<file path="src/rtl/captura_teclas.sv">
// captura_teclas: keypad capture for a hex calculator.
// Turns select-button presses on the key under the cursor into operands
// and operations, and runs one req/ack transaction with the ALU per
// computation. It also holds the value shown on the display.
// Optional build macro RESULT_CHAIN_EN: when defined, an operator or root
// pressed on a shown result starts the next operation from that result.
module captura_teclas #(
    parameter int DIGITS = 4
) (
    input  logic                  clk,
    input  logic                  rst,
    input  logic [4:0]            Pos,
    input  logic                  BS,
    input  logic [4*DIGITS-1:0]   result,
    input  logic                  calc_ack,
    input  logic                  calc_err,
    output logic [4*DIGITS-1:0]   op_a,
    output logic [4*DIGITS-1:0]   op_b,
    output logic [2:0]            op_sel,
    output logic                  calc_req,
    output logic [4*DIGITS-1:0]   disp_val,
    output logic                  err,
    output logic [1:0]            estado
);

    localparam int W  = 4 * DIGITS;
    localparam int NW = $clog2(DIGITS + 1);

    // Key codes for the non-digit keys
    localparam logic [4:0] K_EQ   = 5'd4;
    localparam logic [4:0] K_ROOT = 5'd9;
    localparam logic [4:0] K_BSP  = 5'd14;
    localparam logic [4:0] K_AC   = 5'd19;
    localparam logic [4:0] K_CE   = 5'd24;

    localparam logic [2:0] OP_ROOT = 3'd4;

    typedef enum logic [1:0] {
        ENT_A  = 2'd0,
        ENT_B  = 2'd1,
        ESPERA = 2'd2,
        RESULT = 2'd3
    } estado_t;

    estado_t        state_q, state_d;
    logic [W-1:0]   a_q, a_d;
    logic [W-1:0]   b_q, b_d;
    logic [W-1:0]   res_q, res_d;
    logic [NW-1:0]  n_q, n_d;
    logic [2:0]     op_sel_q, op_sel_d;
    logic           err_q, err_d;
    logic           bs_q, bs_d;

    logic           sel;
    logic           is_dig;
    logic [3:0]     dig;
    logic           is_op;
    logic [W-1:0]   dig_w;
    logic [W-1:0]   opnd;

    // Key code to hex digit; the map follows the physical keypad layout
    always_comb begin
        is_dig = 1'b1;
        dig    = 4'h0;
        case (Pos)
            5'd20: dig = 4'h0;
            5'd21: dig = 4'h1;
            5'd22: dig = 4'h2;
            5'd23: dig = 4'h3;
            5'd15: dig = 4'h4;
            5'd16: dig = 4'h5;
            5'd17: dig = 4'h6;
            5'd18: dig = 4'h7;
            5'd10: dig = 4'h8;
            5'd11: dig = 4'h9;
            5'd12: dig = 4'hA;
            5'd13: dig = 4'hB;
            5'd5:  dig = 4'hC;
            5'd6:  dig = 4'hD;
            5'd7:  dig = 4'hE;
            5'd8:  dig = 4'hF;
            default: is_dig = 1'b0;
        endcase
        is_op = (Pos <= 5'd3);
        dig_w = {{(W-4){1'b0}}, dig};
    end

    // Next-state and datapath: one key action per rising edge of BS
    always_comb begin
        state_d  = state_q;
        a_d      = a_q;
        b_d      = b_q;
        res_d    = res_q;
        n_d      = n_q;
        op_sel_d = op_sel_q;
        err_d    = err_q;
        bs_d     = BS;
        sel      = BS & ~bs_q;
        opnd     = (state_q == ENT_B) ? b_q : a_q;

        if (sel && Pos == K_AC) begin
            // AC beats everything, including a same-cycle ack
            state_d  = ENT_A;
            a_d      = '0;
            b_d      = '0;
            res_d    = '0;
            n_d      = '0;
            op_sel_d = '0;
            err_d    = 1'b0;
        end else if (state_q == ESPERA) begin
            // Only the ALU can move us on; other keys are dropped here
            if (calc_ack) begin
                res_d   = result;
                err_d   = calc_err;
                state_d = RESULT;
            end
        end else if (sel) begin
            case (state_q)
                ENT_A, ENT_B: begin
                    // Editing of the active operand; n counts only its digits
                    if (is_dig) begin
                        if (n_q < NW'(DIGITS)) begin
                            opnd = (opnd << 4) | dig_w;
                            n_d  = n_q + 1'b1;
                        end
                    end else if (Pos == K_BSP) begin
                        if (n_q != '0) begin
                            opnd = opnd >> 4;
                            n_d  = n_q - 1'b1;
                        end
                    end else if (Pos == K_CE) begin
                        opnd = '0;
                        n_d  = '0;
                    end
                    if (state_q == ENT_A) a_d = opnd;
                    else                  b_d = opnd;

                    if (state_q == ENT_A) begin
                        if (is_op) begin
                            op_sel_d = Pos[2:0];
                            b_d      = '0;
                            n_d      = '0;
                            state_d  = ENT_B;
                        end else if (Pos == K_ROOT) begin
                            op_sel_d = OP_ROOT;
                            b_d      = '0;
                            state_d  = ESPERA;
                        end
                    end else begin
                        // Operator can only be changed before B is typed
                        if (is_op && n_q == '0) begin
                            op_sel_d = Pos[2:0];
                        end else if (Pos == K_EQ && n_q != '0) begin
                            state_d = ESPERA;
                        end
                    end
                end
                RESULT: begin
                    if (is_dig) begin
                        a_d     = dig_w;
                        n_d     = NW'(1);
                        err_d   = 1'b0;
                        state_d = ENT_A;
                    end else if (Pos == K_BSP || Pos == K_CE) begin
                        a_d     = '0;
                        n_d     = '0;
                        err_d   = 1'b0;
                        state_d = ENT_A;
`ifdef RESULT_CHAIN_EN
                    end else if (is_op && !err_q) begin
                        // A is full (all DIGITS used); counter now tracks B
                        a_d      = res_q;
                        op_sel_d = Pos[2:0];
                        b_d      = '0;
                        n_d      = '0;
                        state_d  = ENT_B;
                    end else if (Pos == K_ROOT && !err_q) begin
                        a_d      = res_q;
                        n_d      = NW'(DIGITS);
                        op_sel_d = OP_ROOT;
                        b_d      = '0;
                        state_d  = ESPERA;
`endif
                    end
                end
                default: ;
            endcase
        end
    end

    // State register with synchronous reset
    always_ff @(posedge clk) begin
        if (rst) begin
            state_q  <= ENT_A;
            a_q      <= '0;
            b_q      <= '0;
            res_q    <= '0;
            n_q      <= '0;
            op_sel_q <= '0;
            err_q    <= 1'b0;
            bs_q     <= 1'b0;
        end else begin
            state_q  <= state_d;
            a_q      <= a_d;
            b_q      <= b_d;
            res_q    <= res_d;
            n_q      <= n_d;
            op_sel_q <= op_sel_d;
            err_q    <= err_d;
            bs_q     <= bs_d;
        end
    end

    // Outputs are straight from registers, except the display select mux
    always_comb begin
        op_a     = a_q;
        op_b     = b_q;
        op_sel   = op_sel_q;
        calc_req = (state_q == ESPERA);
        err      = err_q;
        estado   = state_q;
        case (state_q)
            ENT_B:   disp_val = b_q;
            RESULT:  disp_val = res_q;
            default: disp_val = a_q;
        endcase
    end

endmodule

</file>
<file path="config.mk">
export PLATFORM = sky130hd
export DESIGN_NAME = captura_teclas
export DESIGN_NICKNAME = d
export VERILOG_FILES = /design/src/rtl/captura_teclas.sv
export SDC_FILE = /design/constraint.sdc
export NUM_CORES = 1
export LEC_CHECK = 0
export ABC_CLOCK_PERIOD_IN_PS = 6440
export CAP_MARGIN = 10
export CORE_ASPECT_RATIO = 1.4
export CORE_MARGIN = 10
export CORE_UTILIZATION = 31
export CTS_BUF_LIST = sky130_fd_sc_hd__clkbuf_2 sky130_fd_sc_hd__clkbuf_4 sky130_fd_sc_hd__clkbuf_8
export DETAILED_ROUTE_END_ITERATION = 10
export PLACE_DENSITY = 0.62
export SETUP_SLACK_MARGIN = 0.05
export SLEW_MARGIN = 20
export SYNTH_ARGS = -nofsm -noshare
export SYNTH_HDL_FRONTEND = slang
export SYNTH_SLANG_ARGS = --single-unit
</file>
<file path="constraint.sdc">
create_clock -name clk -period 6.44 [get_ports clk]
set_input_delay 1.288 -clock clk [delete_from_list [all_inputs] [get_ports clk]]
set_output_delay 1.288 -clock clk [all_outputs]
set_load 0.05 [all_outputs]
</file>
==> impl_results.md <==
* DR pass1 iterations at 5
* Boundary pin count at 81
* Number of hold violations in the final report at 0
* FFs w/ async S/R, synth at 0
* Hold/Removal Path Class: reg2reg
* Final Skew at 0.00862 ns
* Power density cells at 196 nW/um^2
* Number of diodes at 0
* Slowest CP cell: dfxtp_1
* Average instance area after synthesis at 7.59 sq um
* Largest fanout on the critical path at 17
* Final critical-path share of the clock period at 0.630
* Core Util, Final at 0.403
* Insertion delay of the later-clocked pin in the worst-skew pair at 0.35 ns
* Layout cells sized above 1 at 0.0506
* Height of the chip at 151 um
* Post-synthesis instance area at 3770 sq um
* Post-DR vias/cell at 5.67
* Arrival time worst endpoint at 2.77 ns
* Count of warnings emitted by yosys at 0
* Max-slew violations at 0
* Overall track demand over capacity in global routing at 0.149
* Setup TNS after final layout at 0 ns
* Die area at 17000 sq um
* Depth of the CTS H-tree at 3
* Achievable Freq at 246 MHz
* Min cycle time layout at 4.06 ns
* Area growth from synthesis to layout at 26.9%
* Dpl hpwl at 9.60 mm
* Number of gates given a new drive strength after cts at 0
* Final wirelength at 13.0 mm
* Number of buffers created by CTS at 9
* CTS tree: built
* Distinct cells, synth at 68
* Worst setup timing slack at the placement stage at 2.12 ns
* Count of antenna-violating nets left after detailed routing at 0
* Total power at 0.939 mW
* Number of nets in the final layout at 578
* Worst-case setup margin in the final layout at 2.38 ns
* Pin count of the biggest net entering global routing at 51
* Hold buffers post-CTS at 0
* Worst supply voltage drop on vdd at 0.0895 mV
* Total of flip-flops plus latches after synthesis at 58
* Synthesized net count at 526
* Core Rows at 47
* Sinks on the clock net at 58
* Global-route wire length before repair at 20.6 mm
* Via count of the first global-routing pass at 3797
* Total DRC errors in the routed layout at 0
* Length of routed met3 wiring at 915 um
* Transition time of the tightest slew-check pin at 0.881 ns
* Type of the worst setup path: reg2out
* Average wire per cell in the routed design at 18.6 um
* Floorplan die width at 113 um
* Count of buffers added by post-CTS timing repair for setup at 0
* CP Launch Type: register
* Cell Count Post-Placement at 685
* Status: complete, no violations
* Peak per-stage delay on the critical path at 0.90 ns
* Top Metal Used: met4
* GRT overflow at 0
* Clock tree buffer depth at 2
* Weighted congestion reported at the end of routability-driven placement at 0.889
* Max-capacitance violation count at 0
* Via count at 3968
* Register area share after synthesis at 0.308
* Required time at the worst-slack endpoint at 5.15 ns
* Area of the core at 11900 sq um
* Count of endpoints failing setup in the final report at 0
* Met2 wirelength from detailed routing at 6.42 mm
* Setup repair after global routing missed its margin: false
* Chain of cells forming the critical path: buf_4, mux2i_1, a21oi_1, clkdlybuf4s50_1
* M1 WL at 5.16 mm
* Number of design-rule violations left by the first detailed-router iteration at 382
* Antenna violations before repair at 0
* Non-filler instance count after layout at 700
* Synthesized netlist cell count at 497
* Number of buffers added on ports at 80
* Most used DFF post-synth: dfxtp_1
* Cell at the root of the clock tree: clkbuf_8
* Leakage Power at 1.65 nW
* Filler instances at 1226
* Number of synthesized flops with an enable pin at 0
* Kind of end point of the critical path: output pin
* Clock-pin slew of the registers on the worst-case setup and hold paths at 0.07 ns
* Slew HR at 0.412
* Starting density of the core at 0.318
[path summary, 6_finish.rpt]
check | slack, ns | end | cells after the start | startpoint
hold reg to reg | 0.46 | res_q[15]$_SDFFE_PP0P_ | 2 | res_q[15]$_SDFFE_PP0P_
setup reg to reg | 3.53 | op_sel[0]$_SDFFE_PP0P_ | 7 | estado[1]$_SDFFE_PP0P_
hold / removal | 0.46 | res_q[15]$_SDFFE_PP0P_ | 2 | res_q[15]$_SDFFE_PP0P_
setup / recovery | 2.38 | disp_val[3] | 4 | estado[1]$_SDFFE_PP0P_
[placed cells by master (no fill, tap or decap), types with 7 or more instances in the layout]
master and n:
clkdlybuf4s50_1 80, a21oi_1 71, nand2_1 67, dfxtp_1 58
nor2_1 51, mux2i_1 47, or3_1 15, clkbuf_8 11
nor2b_1 10, o21ai_0 8, nor3_1 7, o221a_1 7
[Yosys cell counts (2+ instances only)]
cell       instances  area, sq um
o21ai_0            8         40.0
a211oi_1           5         37.5
o21bai_1           2         15.0
nor3b_1            2         15.0
o211ai_1           3         22.5
o21ai_1            6         30.0
a31oi_1            5         31.3
clkbuf_1          20         75.1
or3_1             15         93.8
or3b_1             2         17.5
inv_1              6         22.5
buf_1             10         37.5
buf_4              2         15.0
a32o_1             5         50.1
and3_1             3         18.8
and2_1             2         12.5
buf_2             10         50.1
o22ai_1            6         37.5
nand2b_1           4         25.0
o221ai_1           3         26.3
mux2i_1           47          470
nor2_1            51          191
a21oi_1           71          355
nand2_1           67          251
nor4_1             5         31.3
o31ai_1            3         22.5
ha_1               3         37.5
dfxtp_1           58         1160
a2111oi_0          2         17.5
o221a_1            7         78.8
o21a_1             2         15.0
nor2b_1           10         62.6
a22oi_1            6         45.0
nor3_1             7         35.0
nand3_1            6         30.0
[metrics by stage]
step	area (sq um)	hold slack, ns
final	4790	0.458
after global routing	4790	0.477
after CTS	4790	0.457
after detailed placement	4610	0.448
after global placement	4600	0.442
after floorplan	3770	0.436
[registers in the layout, summed over array words and instances (netlist names)]
| name | flops |
|---|---|
| op_a | 16 |
| op_b | 16 |
| res_q | 16 |
| n_q | 3 |
| op_sel | 3 |
| estado | 2 |
| bs_q | 1 |
| err | 1 |
[routing by layer]
metal	up-vias	track usage
met4	0	0.0802
met2	159	0.253
li1	1917	-
met3	43	0.0386
met1	1849	0.166
met5	-	0
[power breakdown]
part	total, mW	switching [mW]	internal (mW)	leakage [nW]
clock network	0.313	0.146	0.167	0.0923
registers	0.383	0.0136	0.369	0.469
logic	0.244	0.156	0.0871	1.08
total	0.939	0.316	0.623	1.65
[logic make-up (layout without fill, tap and decap cells)]
| logic type | count (synthesis) | in the layout | synth area share |
|---|---|---|---|
| AND/OR/NAND/NOR | 187 | 187 | 0.237 |
| buffers and inverters | 50 | 106 | 0.0570 |
| AO/OA/AOI/OAI | 150 | 150 | 0.258 |
| flip-flops | 58 | 58 | 0.308 |
| multiplexers | 48 | 48 | 0.128 |
| adder cells (fa/ha/maj) | 3 | 3 | 0.00995 |
| XOR/XNOR | 1 | 1 | 0.00232 |
[cell type report]
class | instances | area (sq um) | share of cell area
Clock buffer | 13 | 166 | 0.0348
Clock inverter | 2 | 12.5 | 0.00261
Multi-Input combinational cell | 389 | 2410 | 0.503
Inverter | 7 | 26.3 | 0.00549
Sequential cell | 58 | 1160 | 0.242
Tap cell | 147 | 184 | 0.0384
Timing Repair Buffer | 84 | 831 | 0.174
[critical path, delay by kind of cell (launching register included)]
family,cells,cell delay (ns)
buffers and inverters,2,1.22
flip-flops,1,0.90
AO/OA/AOI/OAI,1,0.19
multiplexers,1,0.11
(Power assumes the default switching activity.)
